**config.mk**
```make
export PLATFORM = sky130hd
export DESIGN_NAME = hamming_sec_codec
export DESIGN_NICKNAME = d
export VERILOG_FILES = /design/src/rtl/hamming_sec_codec.sv
export SDC_FILE = /design/constraint.sdc
export NUM_CORES = 1
export LEC_CHECK = 0
export ABC_AREA = 1
export BUFFER_PORTS_ARGS = -buffer_cell sky130_fd_sc_hd__buf_2
export CELL_PAD_IN_SITES_DETAIL_PLACEMENT = 1
export CELL_PAD_IN_SITES_GLOBAL_PLACEMENT = 1
export CORE_AREA = 2 2 90 92
export DETAILED_ROUTE_END_ITERATION = 6
export DIE_AREA = 0 0 92 94
export PLACE_DENSITY = 0.93
export SLEW_MARGIN = 20
export SYNTH_ARGS = -nofsm -noshare
export SYNTH_HDL_FRONTEND = slang
export SYNTH_SLANG_ARGS = --single-unit
```
**constraint.sdc**
```tcl
create_clock -name clock -period 2.89 [get_ports clock]
set_input_delay 0.289 -clock clock [delete_from_list [all_inputs] [get_ports clock]]
set_output_delay 0.289 -clock clock [all_outputs]
set_load 0.02 [all_outputs]
```
**src/rtl/hamming_sec_codec.sv**
```systemverilog
// Hamming(2^M-1, 2^M-1-M) single-error-correcting codec with programmable
// single-bit error injection, two-stage valid/ready pipeline and error counter.
module hamming_sec_codec #(
    parameter int M     = 4,
    parameter int CNT_W = 16,
    localparam int N    = (1 << M) - 1,
    localparam int K    = N - M
) (
    input  logic             clock,
    input  logic             reset,
    input  logic             in_valid,
    output logic             in_ready,
    input  logic [K-1:0]     in_data,
    input  logic             inj_we,
    input  logic [M-1:0]     inj_pos,
    input  logic             inj_oneshot,
    output logic             out_valid,
    input  logic             out_ready,
    output logic [N-1:0]     out_code,
    output logic [K-1:0]     out_data,
    output logic [M-1:0]     out_syndrome,
    output logic             out_err,
    output logic [CNT_W-1:0] err_count,
    input  logic             clr_count
);

    localparam int KW = (K > 1) ? $clog2(K) : 1;

    // One-hot flip mask for a 1-based codeword position; position 0 means no flip.
    function automatic logic [N-1:0] pos_mask(input logic [M-1:0] pos);
        logic [N-1:0] m;
        m = '0;
        if (pos != '0) m[pos - 1'b1] = 1'b1;
        return m;
    endfunction

    function automatic logic [N-1:0] encode(input logic [K-1:0] d);
        logic [N-1:0] c;
        logic         par;
        int           k;
        c = '0;
        k = 0;
        for (int p = 1; p <= N; p++) begin
            if ((p & (p - 1)) != 0) begin
                c[M'(p - 1)] = d[KW'(k)];
                k++;
            end
        end
        for (int i = 0; i < M; i++) begin
            par = 1'b0;
            for (int p = 1; p <= N; p++) begin
                if (((p >> i) & 1) != 0) par ^= c[M'(p - 1)];
            end
            c[M'((1 << i) - 1)] = par;
        end
        return c;
    endfunction

    function automatic logic [M-1:0] syndrome_of(input logic [N-1:0] c);
        logic [M-1:0] s;
        s = '0;
        for (int p = 1; p <= N; p++) begin
            if (c[M'(p - 1)]) s ^= M'(p);
        end
        return s;
    endfunction

    function automatic logic [K-1:0] data_of(input logic [N-1:0] c);
        logic [K-1:0] d;
        int           k;
        d = '0;
        k = 0;
        for (int p = 1; p <= N; p++) begin
            if ((p & (p - 1)) != 0) begin
                d[KW'(k)] = c[M'(p - 1)];
                k++;
            end
        end
        return d;
    endfunction

    function automatic logic [CNT_W-1:0] sat_inc(input logic [CNT_W-1:0] v);
        return (&v) ? v : v + 1'b1;
    endfunction

    logic [M-1:0]     inj_pos_q, inj_pos_d;
    logic             inj_os_q, inj_os_d;
    logic [N-1:0]     s1_code_q, s1_code_d;
    logic             s1_vld_q, s1_vld_d;
    logic [N-1:0]     out_code_q, out_code_d;
    logic [K-1:0]     out_data_q, out_data_d;
    logic [M-1:0]     out_syn_q, out_syn_d;
    logic             out_err_q, out_err_d;
    logic             out_vld_q, out_vld_d;
    logic [CNT_W-1:0] cnt_q, cnt_d;
    logic             load1, load2;
    logic [M-1:0]     s1_syn;

    always_comb begin
        load2    = s1_vld_q && (!out_vld_q || out_ready);
        in_ready = !reset && (!s1_vld_q || load2);
        load1    = in_valid && in_ready;

        // A oneshot injection retires with the word that used it; a new load overrides.
        inj_pos_d = inj_pos_q;
        inj_os_d  = inj_os_q;
        if (load1 && inj_os_q && (inj_pos_q != '0)) begin
            inj_pos_d = '0;
            inj_os_d  = 1'b0;
        end
        if (inj_we) begin
            inj_pos_d = inj_pos;
            inj_os_d  = inj_oneshot;
        end

        // Stage 0 -> S1: encode and inject
        s1_code_d = s1_code_q;
        s1_vld_d  = s1_vld_q;
        if (load1) begin
            s1_code_d = encode(in_data) ^ pos_mask(inj_pos_q);
            s1_vld_d  = 1'b1;
        end else if (load2) begin
            s1_vld_d  = 1'b0;
        end

        // S1 -> S2: syndrome decode and correction
        s1_syn     = syndrome_of(s1_code_q);
        out_code_d = out_code_q;
        out_data_d = out_data_q;
        out_syn_d  = out_syn_q;
        out_err_d  = out_err_q;
        out_vld_d  = out_vld_q;
        if (load2) begin
            out_code_d = s1_code_q;
            out_data_d = data_of(s1_code_q ^ pos_mask(s1_syn));
            out_syn_d  = s1_syn;
            out_err_d  = (s1_syn != '0);
            out_vld_d  = 1'b1;
        end else if (out_ready) begin
            out_vld_d  = 1'b0;
        end

        cnt_d = cnt_q;
        if (clr_count) begin
            cnt_d = '0;
        end else if (out_vld_q && out_ready && out_err_q) begin
            cnt_d = sat_inc(cnt_q);
        end
    end

    always_ff @(posedge clock or posedge reset) begin
        if (reset) begin
            inj_pos_q  <= '0;
            inj_os_q   <= 1'b0;
            s1_code_q  <= '0;
            s1_vld_q   <= 1'b0;
            out_code_q <= '0;
            out_data_q <= '0;
            out_syn_q  <= '0;
            out_err_q  <= 1'b0;
            out_vld_q  <= 1'b0;
            cnt_q      <= '0;
        end else begin
            inj_pos_q  <= inj_pos_d;
            inj_os_q   <= inj_os_d;
            s1_code_q  <= s1_code_d;
            s1_vld_q   <= s1_vld_d;
            out_code_q <= out_code_d;
            out_data_q <= out_data_d;
            out_syn_q  <= out_syn_d;
            out_err_q  <= out_err_d;
            out_vld_q  <= out_vld_d;
            cnt_q      <= cnt_d;
        end
    end

    assign out_valid    = out_vld_q;
    assign out_code     = out_code_q;
    assign out_data     = out_data_q;
    assign out_syndrome = out_syn_q;
    assign out_err      = out_err_q;
    assign err_count    = cnt_q;

endmodule

```
# --- After elaboration in Yosys (flattened, before gate mapping) ---
# Cells that the tools add are included.
word_totals:
  regBits: 69
  latch_bits: 0
  ram_bits: 0
  romBits: 0
  input_bits: 22
  output_inout_bits: 49
  word_cells: 187
  mem_count: 0
classes:
  n_addsub: 14
  multipliers: 0
  n_div: 0
  n_lt_le_gt_ge: 27
  n_eq_ne: 1
  n_shift: 0
  n_mux: 94
  bitwise: 9
  reduce_logical: 32
ops:
  columns: ["operator", "n"]
  rows:
  - ["11-bit bitwise mux", 10]
  - ["11-bit two-way mux", 9]
  - ["4-bit by 6-bit less-than comparator with 1-bit output, second input constant", 13]
  - ["4-bit two-way mux", 16]
  - ["1-bit demux with 4-bit select", 12]
  - ["4-bit by 1-bit >= comparator with 1-bit output, second input constant", 12]
  - ["16-bit two-way mux", 3]
  - ["4-bit by 2-bit adder with 4-bit output, second input constant", 11]
  - ["1-bit two-way mux", 31]
  - ["15-bit two-way mux", 2]
  - ["1-bit logical AND", 19]
  - ["16-bit by 1-bit adder with 16-bit output, second input constant", 1]
  - ["16-bit AND reduction", 1]
  - ["8-bit by 15-bit XOR with 15-bit output", 1]
  - ["7-bit two-way mux", 2]
  - ["1-bit binary-select mux with 4-bit select", 3]
  - ["3-bit two-way mux", 4]
  - ["4-bit by 5-bit less-than comparator with 1-bit output, second input constant", 2]
  - ["2-bit nonzero test", 4]
  - ["4-bit nonzero test", 2]
  - ["4-bit by 1-bit subtractor with 4-bit output, second input constant", 2]
  - ["7-bit XOR", 1]
  - ["2-bit NOT", 3]
  - ["2-bit two-way mux", 2]
  - ["other kinds (6)", 11]

# --- Depth between registers and ports, before layout ---
depth:
  depth_word: 40
  depth_mapped: 12
  mapped_depth_nobuf: 11

# --- Least setup slack after synthesis ---
# No wires, ideal clock.
synth_timing:
  path_kind: "input-to-reg"
  start: "input reset"
  end: "register s1_code_q[0]"
  setup_ps: 82
  arrival_ps: 2546
  t_required_ps: 2808
  path_slack_ps: 261
  stages: 8
  n_path_buf: 1
  cell_sequence: "inv_1 -> nand2_1 -> inv_1 -> nand2_1 -> inv_1 -> buf_2 -> nand3_1 -> o22ai_1"
synth_via:
  elab_chain_cells: 3
synth_rtl:
  columns: ["item", "line_no", "source"]
  rows:
  - ["start: declaration", "10", "input logic reset,"]
  - ["1-bit logical NOT (no line)", null, null]
  - ["1-bit logical AND", "101", "in_ready = !reset && (!s1_vld_q || load2);"]
  - ["named net in_ready", "12", "output logic in_ready,"]
  - ["1-bit logical AND", "102", "load1 = in_valid && in_ready;"]
  - ["end signal: assignment", "166", "s1_code_q <= s1_code_d;"]
  - ["end: declaration", "88", "logic [N-1:0] s1_code_q, s1_code_d;"]
# The timed path passes the listed nets, and every way through them passes these cells.
# A chain may end at the register's enable or synchronous reset.

# --- Worst setup path in the final report ---
layout_timing:
  start: "register cnt_q[0], in the netlist err_count[0]"
  end: "register cnt_q[14], in the netlist err_count[14]"
layout_via:
  elab_chain_cells: 4
  word_cells_on_any_way: 7
  classes_between: "1 x add/sub; 1 x eq/ne; 3 x mux; 2 x reduce/logical"
layout_rtl:
  columns: ["item", "line_no", "source"]
  rows:
  - ["start: declaration", "95", "logic [CNT_W-1:0] cnt_q, cnt_d;"]
  - ["start signal: assignment", "173", "cnt_q <= cnt_d;"]
  - ["16-bit by 1-bit adder with 16-bit output", "83", "return (&v) ? v : v + 1'b1;"]
  - ["16-bit two-way mux", "83", null]
  - ["16-bit two-way mux", "146", "end else if (out_vld_q && out_ready && out_err_q) begin"]
  - ["16-bit two-way mux", "144", "if (clr_count) begin"]
# Several ways; a longest one is shown, not always the timed one. The select of a mux whose other input is x is not followed.

==> out/results.md <==
• grt total ovfl: 0
• antenna-violating nets left: 0
• number of nets in the layout: 495
• cell types occupying the most area after synthesis: sky130_fd_sc_hd__dfrtp_1, sky130_fd_sc_hd__nand2_1, sky130_fd_sc_hd__inv_1
• number of vias per cell after detailed routing: 5.03
• final setup skew: 8.15 ps
• cell chosen for the clock root: sky130_fd_sc_hd__clkbuf_8
• mean routed wirelength per cell: 14.8 µm
• total inserted antenna cells: 0
• area occupied by multi-input gates: 0.00133 mm²
• Synth top cells by count: sky130_fd_sc_hd__nand2_1, sky130_fd_sc_hd__dfrtp_1, sky130_fd_sc_hd__inv_1
• final critical-path required period: 2170 ps
• initial antenna violation count: 0
• std cell rows: 32
• final standard cell count with taps included and fillers excluded: 579
• Syn-to-layout area delta: 16.6%
• dominant cell by count in the synthesized netlist: sky130_fd_sc_hd__nand2_1
• Chip Width: 92 µm
• Hold Path Class: input pin to flip-flop
• fraction of layout instances using a drive strength above 1: 0.166
• syn_area_per_cell: 7.56 µm²
• via count of the first global-routing pass: 3107
• number of max-slew violations in the final report: 0
• number of remaining DRC errors: 0
• result of the run: complete, no violations
• Starting Density: 0.413
• unrepaired setup endpoints after global routing: false
• CTS tree: done
• number of fill cells: 987
• port bufs: 56
• clock insertion delay at the later pin of the skew report: 340 ps
• maximum number of pins on one net before global-route repair: 62
• maximum fanout along the worst path: 22
• y dimension of the die: 94 µm
• distinct cell type count after synthesis: 27
• number of buffers on the longest clock path: 2
• post-synthesis sequential element count: 61
• Final Worst Setup Slack: 721 ps
• Top FF cell, synth: sky130_fd_sc_hd__dfrtp_1
• count of flip-flops with a built-in enable after synthesis: 0
• share of synthesized area occupied by flip-flops and latches: 0.485
• number of top-level pins: 71
• final weighted congestion in routability-driven placement: 0.875
• VDD IR max: 0.260 mV
• sum of negative setup slack: 0 ps
• number of cells on the worst reg-to-reg path: 8
• final hold violation count: 0
• cell area after synthesis: 0.00314 mm²
• f_max: 0.461 GHz
• half-perimeter wire length after detailed placement: 6230 µm
• share of the clock period used by the worst path: 0.751
• buffer count from post-CTS setup fixing: 0
• wire length of the first global-routing pass: 14400 µm
• die area: 0.00865 mm²
• worst hold stages: 3
• Gates resized, CTS repair: 0
• hold path start: inj_oneshot
• reported leakage power: 1.90 nW
• placement-stage worst setup slack: 721 ps
• number of buffers added by the clock tree synthesis step: 9
• endpoint kind of the worst setup timing path: flip-flop
• sequential cell area in the final layout: 0.00153 mm²
• GRT Resource Usage Total: 0.213
• Pwr Density: 665 mW/mm²
• area of the core: 0.00761 mm²
• number of warnings reported in the yosys synthesis log: 0
• cell accounting for the most synthesized area: sky130_fd_sc_hd__dfrtp_1
• Data arrival, critical path: 2420 ps
• via count of the routed design: 2914
• fraction of synthesis flops using an asynchronous set or reset pin: 1.00
• portion of synthesized cell area occupied by the leading cell type: 0.485
• level count of the clock H-tree: 3
• register clock-pin slew on the reported worst setup and hold paths: 70 ps
• Crit Path Class: flip-flop to flip-flop
• total wire length after detailed routing: 8580 µm
• Reg-to-Reg Start: err_count[0]
• slew of the pin with the lowest slew margin: 786 ps
• Placed Cells incl. Taps: 563
• worst slew slack as a fraction of its limit: 0.476
• hold-fix buffer count after cts: 0
• critical register-to-register path endpoint: err_count[14]
• register-to-register setup slack: 720 ps
• Worst Hold Path EP: inj_os_q
• Final setup violation count: 0
• number of max-cap violations: 0
• number of standard cells after synthesis: 416
• required time of the worst setup path: 3140 ps
• starting DRC count in detailed routing: 85
• sort of element at the start of the critical path: flip-flop
• total clock sinks: 61
• first drt pass iteration count: 4
==> report_power, final <==
group | internal (mW) | switching [mW] | total, mW
sequential | 0.973 | 0.102 | 1.07
clock | 0.419 | 0.330 | 0.750
combinational | 0.188 | 0.425 | 0.613
total | 1.58 | 0.857 | 2.44
==> how the worst max path moves through the flow <==
| stage | cells after the start | end | start | slack [ps] |
|---|---|---|---|---|
| after floorplan | 8 | s1_code_q[0] | reset | 260 |
| after CTS | 8 | err_count[14] | err_count[0] | 700 |
| final | 8 | err_count[14] | err_count[0] | 720 |
| after global routing | 8 | err_count[14] | err_count[0] | 490 |
| after global placement | 7 | err_count[14] | err_count[0] | 860 |
| after detailed placement | 8 | err_count[14] | err_count[0] | 720 |
==> cells by family after synthesis <==
logic type,after synthesis,share of synthesized area
AO/OA/AOI/OAI,50,0.0879
XOR/XNOR,11,0.0306
adder cells (fa/ha/maj),1,0.00398
buffers and inverters,70,0.0987
flip-flops,61,0.485
other,1,0.00119
AND/OR/NAND/NOR,222,0.292
==> area by class of cell <==
cell class                      count  share of cell area
Tap cell                          102              0.0348
Timing Repair Buffer               59              0.0826
Clock buffer                       12              0.0396
Inverter                           50              0.0512
Clock inverter                      4              0.0130
Multi-Input combinational cell    291               0.363
Sequential cell                    61               0.416
==> state kept, by name, indices dropped and copies added (netlist names) <==
register	count
s1_vld_q	1
out_valid	1
out_code	15
out_data	4
inj_pos_q	4
inj_os_q	1
out_err	1
s1_code_q	15
err_count	16
out_syndrome	3
==> metal layers <==
metal  vias to the layer above  wire [µm]  track usage
met4                         0        165        0.104
met5                         -          0            0
li1                       1425          -            -
met1                      1402       3520        0.241
met3                        15        357       0.0417
met2                        72       4530        0.386
==> cell usage in the layout, fill, tap and decap left out, types with 2 or more instances in the layout <==
master                     netlist  routed
sky130_fd_sc_hd__clkbuf_8        0      10
sky130_fd_sc_hd__nand2_1       134     134
sky130_fd_sc_hd__nand4_1        13      13
sky130_fd_sc_hd__inv_1          49      48
sky130_fd_sc_hd__o21ai_0        35      35
sky130_fd_sc_hd__nor3_1          8       8
sky130_fd_sc_hd__clkbuf_1        5       2
sky130_fd_sc_hd__nor2_1         39      39
sky130_fd_sc_hd__nand3_1        25      25
sky130_fd_sc_hd__buf_4           9       3
sky130_fd_sc_hd__o31ai_1         2       2
sky130_fd_sc_hd__conb_1          1       7
sky130_fd_sc_hd__o22ai_1         8       8
sky130_fd_sc_hd__xor2_1         10      10
sky130_fd_sc_hd__clkinv_2        0       2
sky130_fd_sc_hd__buf_2           5      56
sky130_fd_sc_hd__dfrtp_1        61      61
==> stage by stage <==
step / area [µm²] / total power [mW] / util / hold slack (ps)
final: 3670 / 2.44 / 0.482 / 149
after detailed placement: 3470 / 1.70 / 0.457 / 472
after CTS: 3670 / 2.47 / 0.482 / 136
after global routing: 3670 / 2.58 / 0.482 / 147
after floorplan: 3170 / 1.50 / - / 402
after global placement: 3470 / 1.67 / 0.457 / 466
==> worst max-delay path, cell delays in order, from the launching register on <==
cell	delay [ps]
sky130_fd_sc_hd__dfrtp_1	460
sky130_fd_sc_hd__ha_1	280
sky130_fd_sc_hd__nand3_1	190
sky130_fd_sc_hd__nor3_2	210
sky130_fd_sc_hd__nand3_1	110
sky130_fd_sc_hd__a21oi_2	340
sky130_fd_sc_hd__buf_4	300
sky130_fd_sc_hd__nand2_1	90
sky130_fd_sc_hd__o21ai_0	90
Power figures use the tool's default switching activity.
